**src/rtl/bip_pkg.sv**
```systemverilog
// Shared definitions for the BIP core slice.
//   - dbg_state_t : debug reporter FSM states
//   - FRAME_LEN   : bytes per debug frame
//   - DBG_HEADER  : first byte of every debug frame
//   - OP_*        : instruction opcodes decoded by Main
package bip_pkg;

  typedef enum logic [1:0] {
    ST_RUN  = 2'd0,
    ST_SEND = 2'd1,
    ST_DONE = 2'd2
  } dbg_state_t;

  localparam int unsigned FRAME_LEN  = 7;
  localparam logic [7:0]  DBG_HEADER = 8'hA5;

  localparam logic [4:0] OP_HLT  = 5'd0;
  localparam logic [4:0] OP_STO  = 5'd1;
  localparam logic [4:0] OP_LD   = 5'd2;
  localparam logic [4:0] OP_LDI  = 5'd3;
  localparam logic [4:0] OP_ADD  = 5'd4;
  localparam logic [4:0] OP_ADDI = 5'd5;
  localparam logic [4:0] OP_SUB  = 5'd6;
  localparam logic [4:0] OP_SUBI = 5'd7;

endpackage

```
**src/rtl/bip_cycle_counter.sv**
```systemverilog
// Saturating, enable-gated cycle counter.
//   clk   : clock, rising edge
//   rst_n : synchronous active-low reset (count -> 0)
//   en    : count this edge
//   count : current value, holds at all-ones once reached
module bip_cycle_counter #(
  parameter int unsigned CYC_W = 16
) (
  input  logic             clk,
  input  logic             rst_n,
  input  logic             en,
  output logic [CYC_W-1:0] count
);

  always_ff @(posedge clk) begin
    if (!rst_n) begin
      count <= '0;
    end else if (en && (count != '1)) begin
      count <= count + CYC_W'(1);
    end
  end

endmodule

```
**src/rtl/bip_debug_tx.sv**
```systemverilog
// Halt-triggered debug reporter for the BIP Main core.
// Counts run cycles; on halt snapshots pc/acc/cycle count and streams a
// 7-byte frame (header, pc hi, pc lo, acc hi, acc lo, cyc hi, cyc lo) over a
// valid/ready byte interface.
//   clk      : clock, rising edge
//   rst_n    : synchronous active-low reset
//   pc       : program address from Main
//   acc      : accumulator from Main
//   halt     : level, high once Main executed HLT
//   tx_data  : frame byte (registered)
//   tx_valid : tx_data valid (registered)
//   tx_ready : sink accepts byte this edge
//   done     : frame fully sent, sticky until reset
module bip_debug_tx
  import bip_pkg::*;
#(
  parameter int unsigned PC_W   = 11,
  parameter int unsigned DATA_W = 16,
  parameter int unsigned CYC_W  = 16,
  parameter logic [7:0]  HEADER = DBG_HEADER
) (
  input  logic              clk,
  input  logic              rst_n,
  input  logic [PC_W-1:0]   pc,
  input  logic [DATA_W-1:0] acc,
  input  logic              halt,
  output logic [7:0]        tx_data,
  output logic              tx_valid,
  input  logic              tx_ready,
  output logic              done
);

  localparam logic [2:0] LAST_IDX = 3'(FRAME_LEN - 1);

  dbg_state_t        state;
  logic [2:0]        idx;
  logic [PC_W-1:0]   pc_q;
  logic [DATA_W-1:0] acc_q;
  logic [CYC_W-1:0]  cyc_q;
  logic [CYC_W-1:0]  cyc;
  logic              cnt_en;

  // Counting stops on the capture edge itself and stays frozen afterwards.
  assign cnt_en = (state == ST_RUN) && !halt;

  bip_cycle_counter #(
    .CYC_W (CYC_W)
  ) u_cycle_counter (
    .clk   (clk),
    .rst_n (rst_n),
    .en    (cnt_en),
    .count (cyc)
  );

  // Fields are zero-extended to 16 bits so the upper pc byte carries
  // {5'b0, pc[10:8]} for the default 11-bit address.
  function automatic logic [7:0] frame_byte(
    input logic [2:0]        i,
    input logic [PC_W-1:0]   p,
    input logic [DATA_W-1:0] a,
    input logic [CYC_W-1:0]  c
  );
    logic [15:0] pw;
    logic [15:0] aw;
    logic [15:0] cw;
    pw = 16'(p);
    aw = 16'(a);
    cw = 16'(c);
    case (i)
      3'd0:    frame_byte = HEADER;
      3'd1:    frame_byte = pw[15:8];
      3'd2:    frame_byte = pw[7:0];
      3'd3:    frame_byte = aw[15:8];
      3'd4:    frame_byte = aw[7:0];
      3'd5:    frame_byte = cw[15:8];
      3'd6:    frame_byte = cw[7:0];
      default: frame_byte = '0;
    endcase
  endfunction

  always_ff @(posedge clk) begin
    if (!rst_n) begin
      state    <= ST_RUN;
      idx      <= '0;
      tx_valid <= 1'b0;
      tx_data  <= '0;
      done     <= 1'b0;
      pc_q     <= '0;
      acc_q    <= '0;
      cyc_q    <= '0;
    end else begin
      unique case (state)
        ST_RUN: begin
          if (halt) begin
            pc_q     <= pc;
            acc_q    <= acc;
            cyc_q    <= cyc;
            idx      <= '0;
            tx_data  <= HEADER;
            tx_valid <= 1'b1;
            state    <= ST_SEND;
          end
        end
        ST_SEND: begin
          if (tx_ready) begin
            if (idx == LAST_IDX) begin
              state    <= ST_DONE;
              tx_valid <= 1'b0;
              tx_data  <= '0;
              done     <= 1'b1;
            end else begin
              // Next byte is preloaded so tx_data stays a registered output.
              idx     <= idx + 3'd1;
              tx_data <= frame_byte(idx + 3'd1, pc_q, acc_q, cyc_q);
            end
          end
        end
        ST_DONE: begin
          done <= 1'b1;
        end
        default: begin
          state <= ST_RUN;
        end
      endcase
    end
  end

endmodule

```
**config.mk**
```make
export PLATFORM = sky130hd
export DESIGN_NAME = bip_debug_tx
export DESIGN_NICKNAME = d
export VERILOG_FILES = /design/src/rtl/bip_pkg.sv /design/src/rtl/bip_cycle_counter.sv /design/src/rtl/bip_debug_tx.sv
export SDC_FILE = /design/constraint.sdc
export NUM_CORES = 1
export LEC_CHECK = 0
export ABC_AREA = 1
export CORE_MARGIN = 5
export CORE_UTILIZATION = 56
export CTS_CLUSTER_DIAMETER = 50
export CTS_CLUSTER_SIZE = 40
export DETAILED_ROUTE_END_ITERATION = 8
export HOLD_SLACK_MARGIN = 0.06
export MAX_ROUTING_LAYER = met4
export PLACE_DENSITY = 0.8
export SYNTH_ARGS = -nofsm -noshare
export SYNTH_HDL_FRONTEND = slang
export SYNTH_SLANG_ARGS = --single-unit
```
**constraint.sdc**
```tcl
create_clock -name clk -period 2.1 [get_ports clk]
set_input_delay 0.315 -clock clk [delete_from_list [all_inputs] [get_ports clk]]
set_output_delay 0.315 -clock clk [all_outputs]
set_load 0.01 [all_outputs]
```
# Word level (Yosys, flattened, before mapping)
# Index checks and enable logic that the tools add are counted.
# classes
bitwise	1
n_eq_ne	14
n_addsub	2
mux	20
reduce_logical	13
# op_table
op	n
8-bit case mux with 7 select lines	1
8-bit 2-to-1 mux	3
16-bit by 1-bit adder with 16-bit output (second input constant)	1
16-bit inequality test (second input constant)	1
8-bit case mux with 2 select lines	1
3-bit == test (second input constant)	4
4-bit AND reduction	3
3-bit 2-to-1 mux	3
2-bit inequality test (second input constant)	4
3-bit by 2-bit == test with 1-bit output (second input constant)	2
2-bit 2-to-1 mux	3
2-bit case mux with 3 select lines	1
3-bit case mux with 2 select lines	1
3-bit AND reduction	2
1-bit 2-to-1 mux	5
1-bit case mux with 2 select lines	2
2-bit nonzero test	2
3-bit by 1-bit adder with 3-bit output (second input constant)	1
3-bit by 1-bit == test with 1-bit output (second input constant)	1
3-bit logical NOT	1
2-bit by 1-bit == test with 1-bit output (second input constant)	1
2-bit == test (second input constant)	1
1-bit logical AND	2
2-bit logical NOT	1
3 further kinds	3
# totals
ff_bits	74
elab_cells	59
out_inout_bits	10

# Depth between registers and ports, before layout
# depth
word_depth	6
mapped_depth	11

# Hierarchy
# A second synthesis with hierarchy kept.
# hier_totals
hier_cells	518
area_unflattened_um2	3632.2
# by_module_without_submodules
module	cells_per_inst	instances	area_per_inst_um2
bip_debug_tx	369	1	2636.3
bip_cycle_counter	149	1	996.0

# Least setup slack after synthesis
# No wires, ideal clock.
# synth_path
kind	register to register
startpoint	reg u_cycle_counter.count[0]
endpoint	reg u_cycle_counter.count[5]
required_ps	1958
path_buffers	1
path_stages_with_launch	10
arrival_ps	1424
slack_ps	534
cell_sequence	dfxtp_1 -> ha_1 -> nand2_1 -> nor2_2 -> nand2_2 -> nor2_1 -> nor2_4 -> buf_6 -> nand2_1 -> a21oi_2
# synth_via
elab_chain_cells	2
elab_cells_between_ends	3
classes_between	1 x add/sub; 1 x eq/ne; 1 x reduce/logical
# synth_rtl
item	line_no	text
start, declared	bip_cycle_counter.sv:12	output logic [CYC_W-1:0] count
start signal, assigned	bip_cycle_counter.sv:19	count <= count + CYC_W'(1);
parallel branches: the longest is 2 deep, another holds 16-bit by 1-bit adder with 16-bit output	-	
# Several ways; the timed one is not identified.
# A chain may end at the register's enable or synchronous reset.

# Final worst setup path
# layout_path
startpoint	reg idx[0]
endpoint	reg tx_data[3]
# layout_via
elab_chain_cells	6
elab_cells_between_ends	13
classes_between	1 x add/sub; 7 x eq/ne; 4 x mux; 1 x reduce/logical
# layout_rtl
item	line_no	text
start, declared	bip_debug_tx.sv:36	logic [2:0] idx;
start signal, assigned	bip_debug_tx.sv:113	idx <= idx + 3'd1;
3-bit by 1-bit adder with 3-bit output	bip_debug_tx.sv:114	tx_data <= frame_byte(idx + 3'd1, pc_q, acc_q, cyc_q);
3-bit == test, or another cell as far along	bip_debug_tx.sv:69	case (i)
8-bit case mux with 7 select lines	bip_debug_tx.sv:69	
8-bit 2-to-1 mux (*)	bip_debug_tx.sv:106	if (idx == LAST_IDX) begin
8-bit 2-to-1 mux (*)	bip_debug_tx.sv:105	if (tx_ready) begin
8-bit case mux with 2 select lines (*)	bip_debug_tx.sv:92	unique case (state)
end signal, assigned	bip_debug_tx.sv:114	
end, declared	bip_debug_tx.sv:27	output logic [7:0] tx_data,
# Mark *: on every way between the ends. The rest lies on a longest branch, timed or not. The select of a mux whose other input is x is not followed.

==> results.py <==
metrics = {
    "outcome": {
        "outcome": "completed",
    },
    "final_layout": {
        "final_nets": 588,
        "area.growth.synth_to_final_pct": 19.1,
        "final_cells": 633,
        "drive_gt1_share_pct": 8.45,
        "diodes": 0,
        "fill_cells": 534,
    },
    "clock_network": {
        "cts_buffers": 9,
        "cts-hold-fix-buffers": 0,
        "clk_pin_slew_worst_paths_ns": 0.08,
        "cts_tree": "built",
        "clk_latency_ns": 0.35,
        "root_buffer": "clkbuf_8",
        "cts_max_path_buffers": 2,
        "cts_num_sinks": 74,
        "htree_levels": 3,
    },
    "setup_path": {
        "worstSetupEndpointType": "register",
        "r2r-end": "tx_data[3]",
        "crit_path_frequent_cell": "inv_1",
        "critPathLaunchType": "register",
        "rr_startpoint": "idx[0]",
        "rrSetupSlack_ns": 0.22,
        "crit_fanout": 7,
        "crit_chain": "inv_1 -> ha_2 -> nand2_2 -> inv_1 -> nor2_1 -> nand2_1 -> nor2_2 -> o21ai_0 -> a21oi_1",
        "slowest_stage": "dfxtp_1",
        "worst-setup-path-type": "reg2reg",
        "cpPeakStageDelay_ns": 0.41,
        "cp_num_buf_inv": 2,
        "arrival_ns": 2.16,
        "crit_cells": 9,
        "rr_worst_depth": 9,
        "critPathRequiredTime_ns": 2.38,
        "crit_family": "simple AND/OR/NAND/NOR gates",
    },
    "die": {
        "io_pins": 41,
        "die_height_um": 89.7,
        "fp.dieW_um": 89.7,
        "rows": 29,
        "initial_core_util_pct": 56.6,
        "die-area_um2": 8040,
        "core_um2": 6280,
    },
    "power": {
        "p_clk_share_pct": 39.6,
        "vdd_drop_max_v": 0.000540,
        "p_sw_uw": 850,
        "p_comb_share_pct": 11.7,
        "leakage_uw": 0.00174,
        "seqPwrFrac_pct": 48.7,
        "power_switching_share_pct": 26.7,
        "powerDensity_nw_per_um2": 751,
        "intPower_uw": 2330,
    },
    "route": {
        "vias": 3385,
        "drt_iter0_markers": 334,
        "avgViaCountPerCell": 5.35,
        "wl_per_cell_um": 14.0,
        "drc_errors": 0,
        "firstDrtPassIters": 5,
        "postRouteAntennaNets": 0,
        "wl_mm": 8.89,
    },
    "placement": {
        "gp_congestion": 0.934,
        "dp_hpwl_mm": 6.19,
        "dp_cells": 617,
        "numPortBuffers": 40,
    },
    "timing": {
        "timing.final.crit_share_pct": 89.5,
        "slew_headroom_pct": 69.8,
        "fmax_mhz": 532,
        "fin_skew_ns": 0.00930,
        "finalMaxSlewViolations": 0,
        "setup_viol": 0,
        "setup_tns_ns": 0,
        "hold_violations": 0,
        "worst_pin_slew_ns": 0.452,
        "period_needed_ns": 1.88,
        "rsz0062_at_grt": "no",
    },
    "global_route": {
        "busiest_layer": "met2",
        "grt_pass1_wl_mm": 14.5,
        "grt_pass1_vias": 3042,
        "grt_max_degree": 54,
        "gr-usage-met1_pct": 32.1,
        "antenna_found_initial": 0,
        "use_met3_pct": 5.20,
        "overflow": 0,
        "track_usage_pct": 24.0,
        "met2_usage_pct": 36.0,
    },
    "job": {
        "drv_cap": 0,
    },
    "logic_synthesis": {
        "synth_nets": 554,
        "synth_top_cell_by_area": "dfxtp_1",
        "synth.lib_cells_used.distinct": 27,
        "ys_ff_latch": 74,
        "syn_area_um2": 3550,
        "ys_seq_area_share_pct": 41.7,
        "yosys.area.top_type_share_pct": 41.7,
        "yosys_warnings": 0,
        "synthCells": 517,
        "synth.avg_cell_area_um2": 6.88,
        "yosys-top-cells-area": "dfxtp_1, nand2_1, nor2_1, o21ai_0, nand3_1",
    },
    "worst_hold_path": {
        "worstHoldStart": "done",
        "min_to": "done",
        "min_path_type": "reg2reg",
        "min_path_cells": 2,
    },
}
==> cell type report <==
| class | instances | area [um2] | area share, % |
|---|---|---|---|
| Clock buffer | 9 | 124 | 2.92 |
| Clock inverter | 7 | 103 | 2.42 |
| Inverter | 43 | 161 | 3.81 |
| Multi-Input combinational cell | 377 | 1810 | 42.8 |
| Sequential cell | 74 | 1480 | 35.0 |
| Tap cell | 77 | 96.3 | 2.27 |
| Timing Repair Buffer | 46 | 458 | 10.8 |
==> logic make-up after synthesis <==
group / after synthesis / synth area share [%]
AOI/OAI and AO/OA: 103 / 15.9
xor gates and xnor gates: 8 / 1.97
adders and majority gates: 6 / 2.11
buffers and inverters: 66 / 7.64
DFF: 74 / 41.7
and+or+nand+nor: 260 / 30.7
==> registers in the layout, summed over array words and instances, names as in the netlist <==
register               flops
u_cycle_counter.count     16
cyc_q                     16
tx_valid                   1
done                       1
acc_q                     16
idx                        3
pc_q                      11
state                      2
tx_data                    8
==> power by group through the flow <==
stage / clock (uW) / sequential, uW / combinational [uW]
after floorplan: 0 / 1560 / 227
after global placement: 0 / 1580 / 358
after detailed placement: 0 / 1580 / 368
after CTS: 1270 / 1550 / 372
after global routing: 1330 / 1560 / 419
final: 1260 / 1550 / 372
==> per-layer routing <==
| metal | wire [um] | part of all wire [%] |
|---|---|---|
| met1 | 4170 | 47 |
| met2 | 4070 | 46 |
| met3 | 547 | 6.2 |
| met4 | 106 | 1.2 |
| met5 | 0 | 0 |
==> per-stage QoR <==
step	area, um2	power (uW)	hold WS, ns	worst slack (ns)	utilization [%]
4_1_cts	4230	3190	0.466	0.0298	67.3
2_1_floorplan	3550	1790	0.430	0.534	-
5_1_grt	4240	3310	0.495	0.0449	67.5
6_report	4240	3180	0.463	0.220	67.5
3_5_place_dp	4000	1950	0.453	0.0809	63.7
3_3_place_gp	4000	1940	0.439	0.166	63.7
==> cell usage in the layout (no fill, tap or decap), types with 2 or more instances in the layout <==
master / count
o21ai_0: 59
clkbuf_8: 9
clkinv_4: 3
nor3_1: 5
bufinv_16: 2
nor2_2: 3
ha_1: 5
buf_4: 5
clkdlybuf4s50_1: 40
nand2_2: 7
a21oi_1: 32
xor2_1: 7
dfxtp_1: 74
nand4_1: 8
nand3_1: 38
nor2_1: 89
inv_1: 41
nand2_1: 107
a21oi_2: 10
==> worst reg2reg max path: cells and delay by family (launching register included) <==
kind	cells	cell delay (ns)
adder cells (fa/ha/maj)	1	0.26
AO/OA/AOI/OAI	2	0.26
buffers and inverters	2	0.20
flip-flops	1	0.41
AND/OR/NAND/NOR	4	0.68
==> synth_stat cells, drive strengths merged <==
cell type,n
nand2,114
nor2,93
dfxtp,74
o21ai,60
a21oi,42
inv,42
nand3,38
clkbuf,17
nand4,8
xor2,7
buf,6
ha,6
nor3,6
a211oi,1
and2,1
clkinv,1
xnor2,1
==> repair_timing <==
action,CTS,global route
endpoints found under the setup margin,0,4
gates resized for setup,0,4
setup buffers,0,0
==> how the worst max path moves through the flow <==
stage | from | end | slack, ns
6_report | idx[0] | tx_data[3] | 0.22
5_1_grt | idx[0] | tx_data[3] | 0.04
4_1_cts | idx[0] | tx_data[3] | 0.03
3_5_place_dp | idx[0] | tx_data[3] | 0.08
3_3_place_gp | idx[0] | tx_data[4] | 0.17
2_1_floorplan | u_cycle_counter.count[0] | u_cycle_counter.count[5] | 0.53
(Power assumes the default switching activity.)
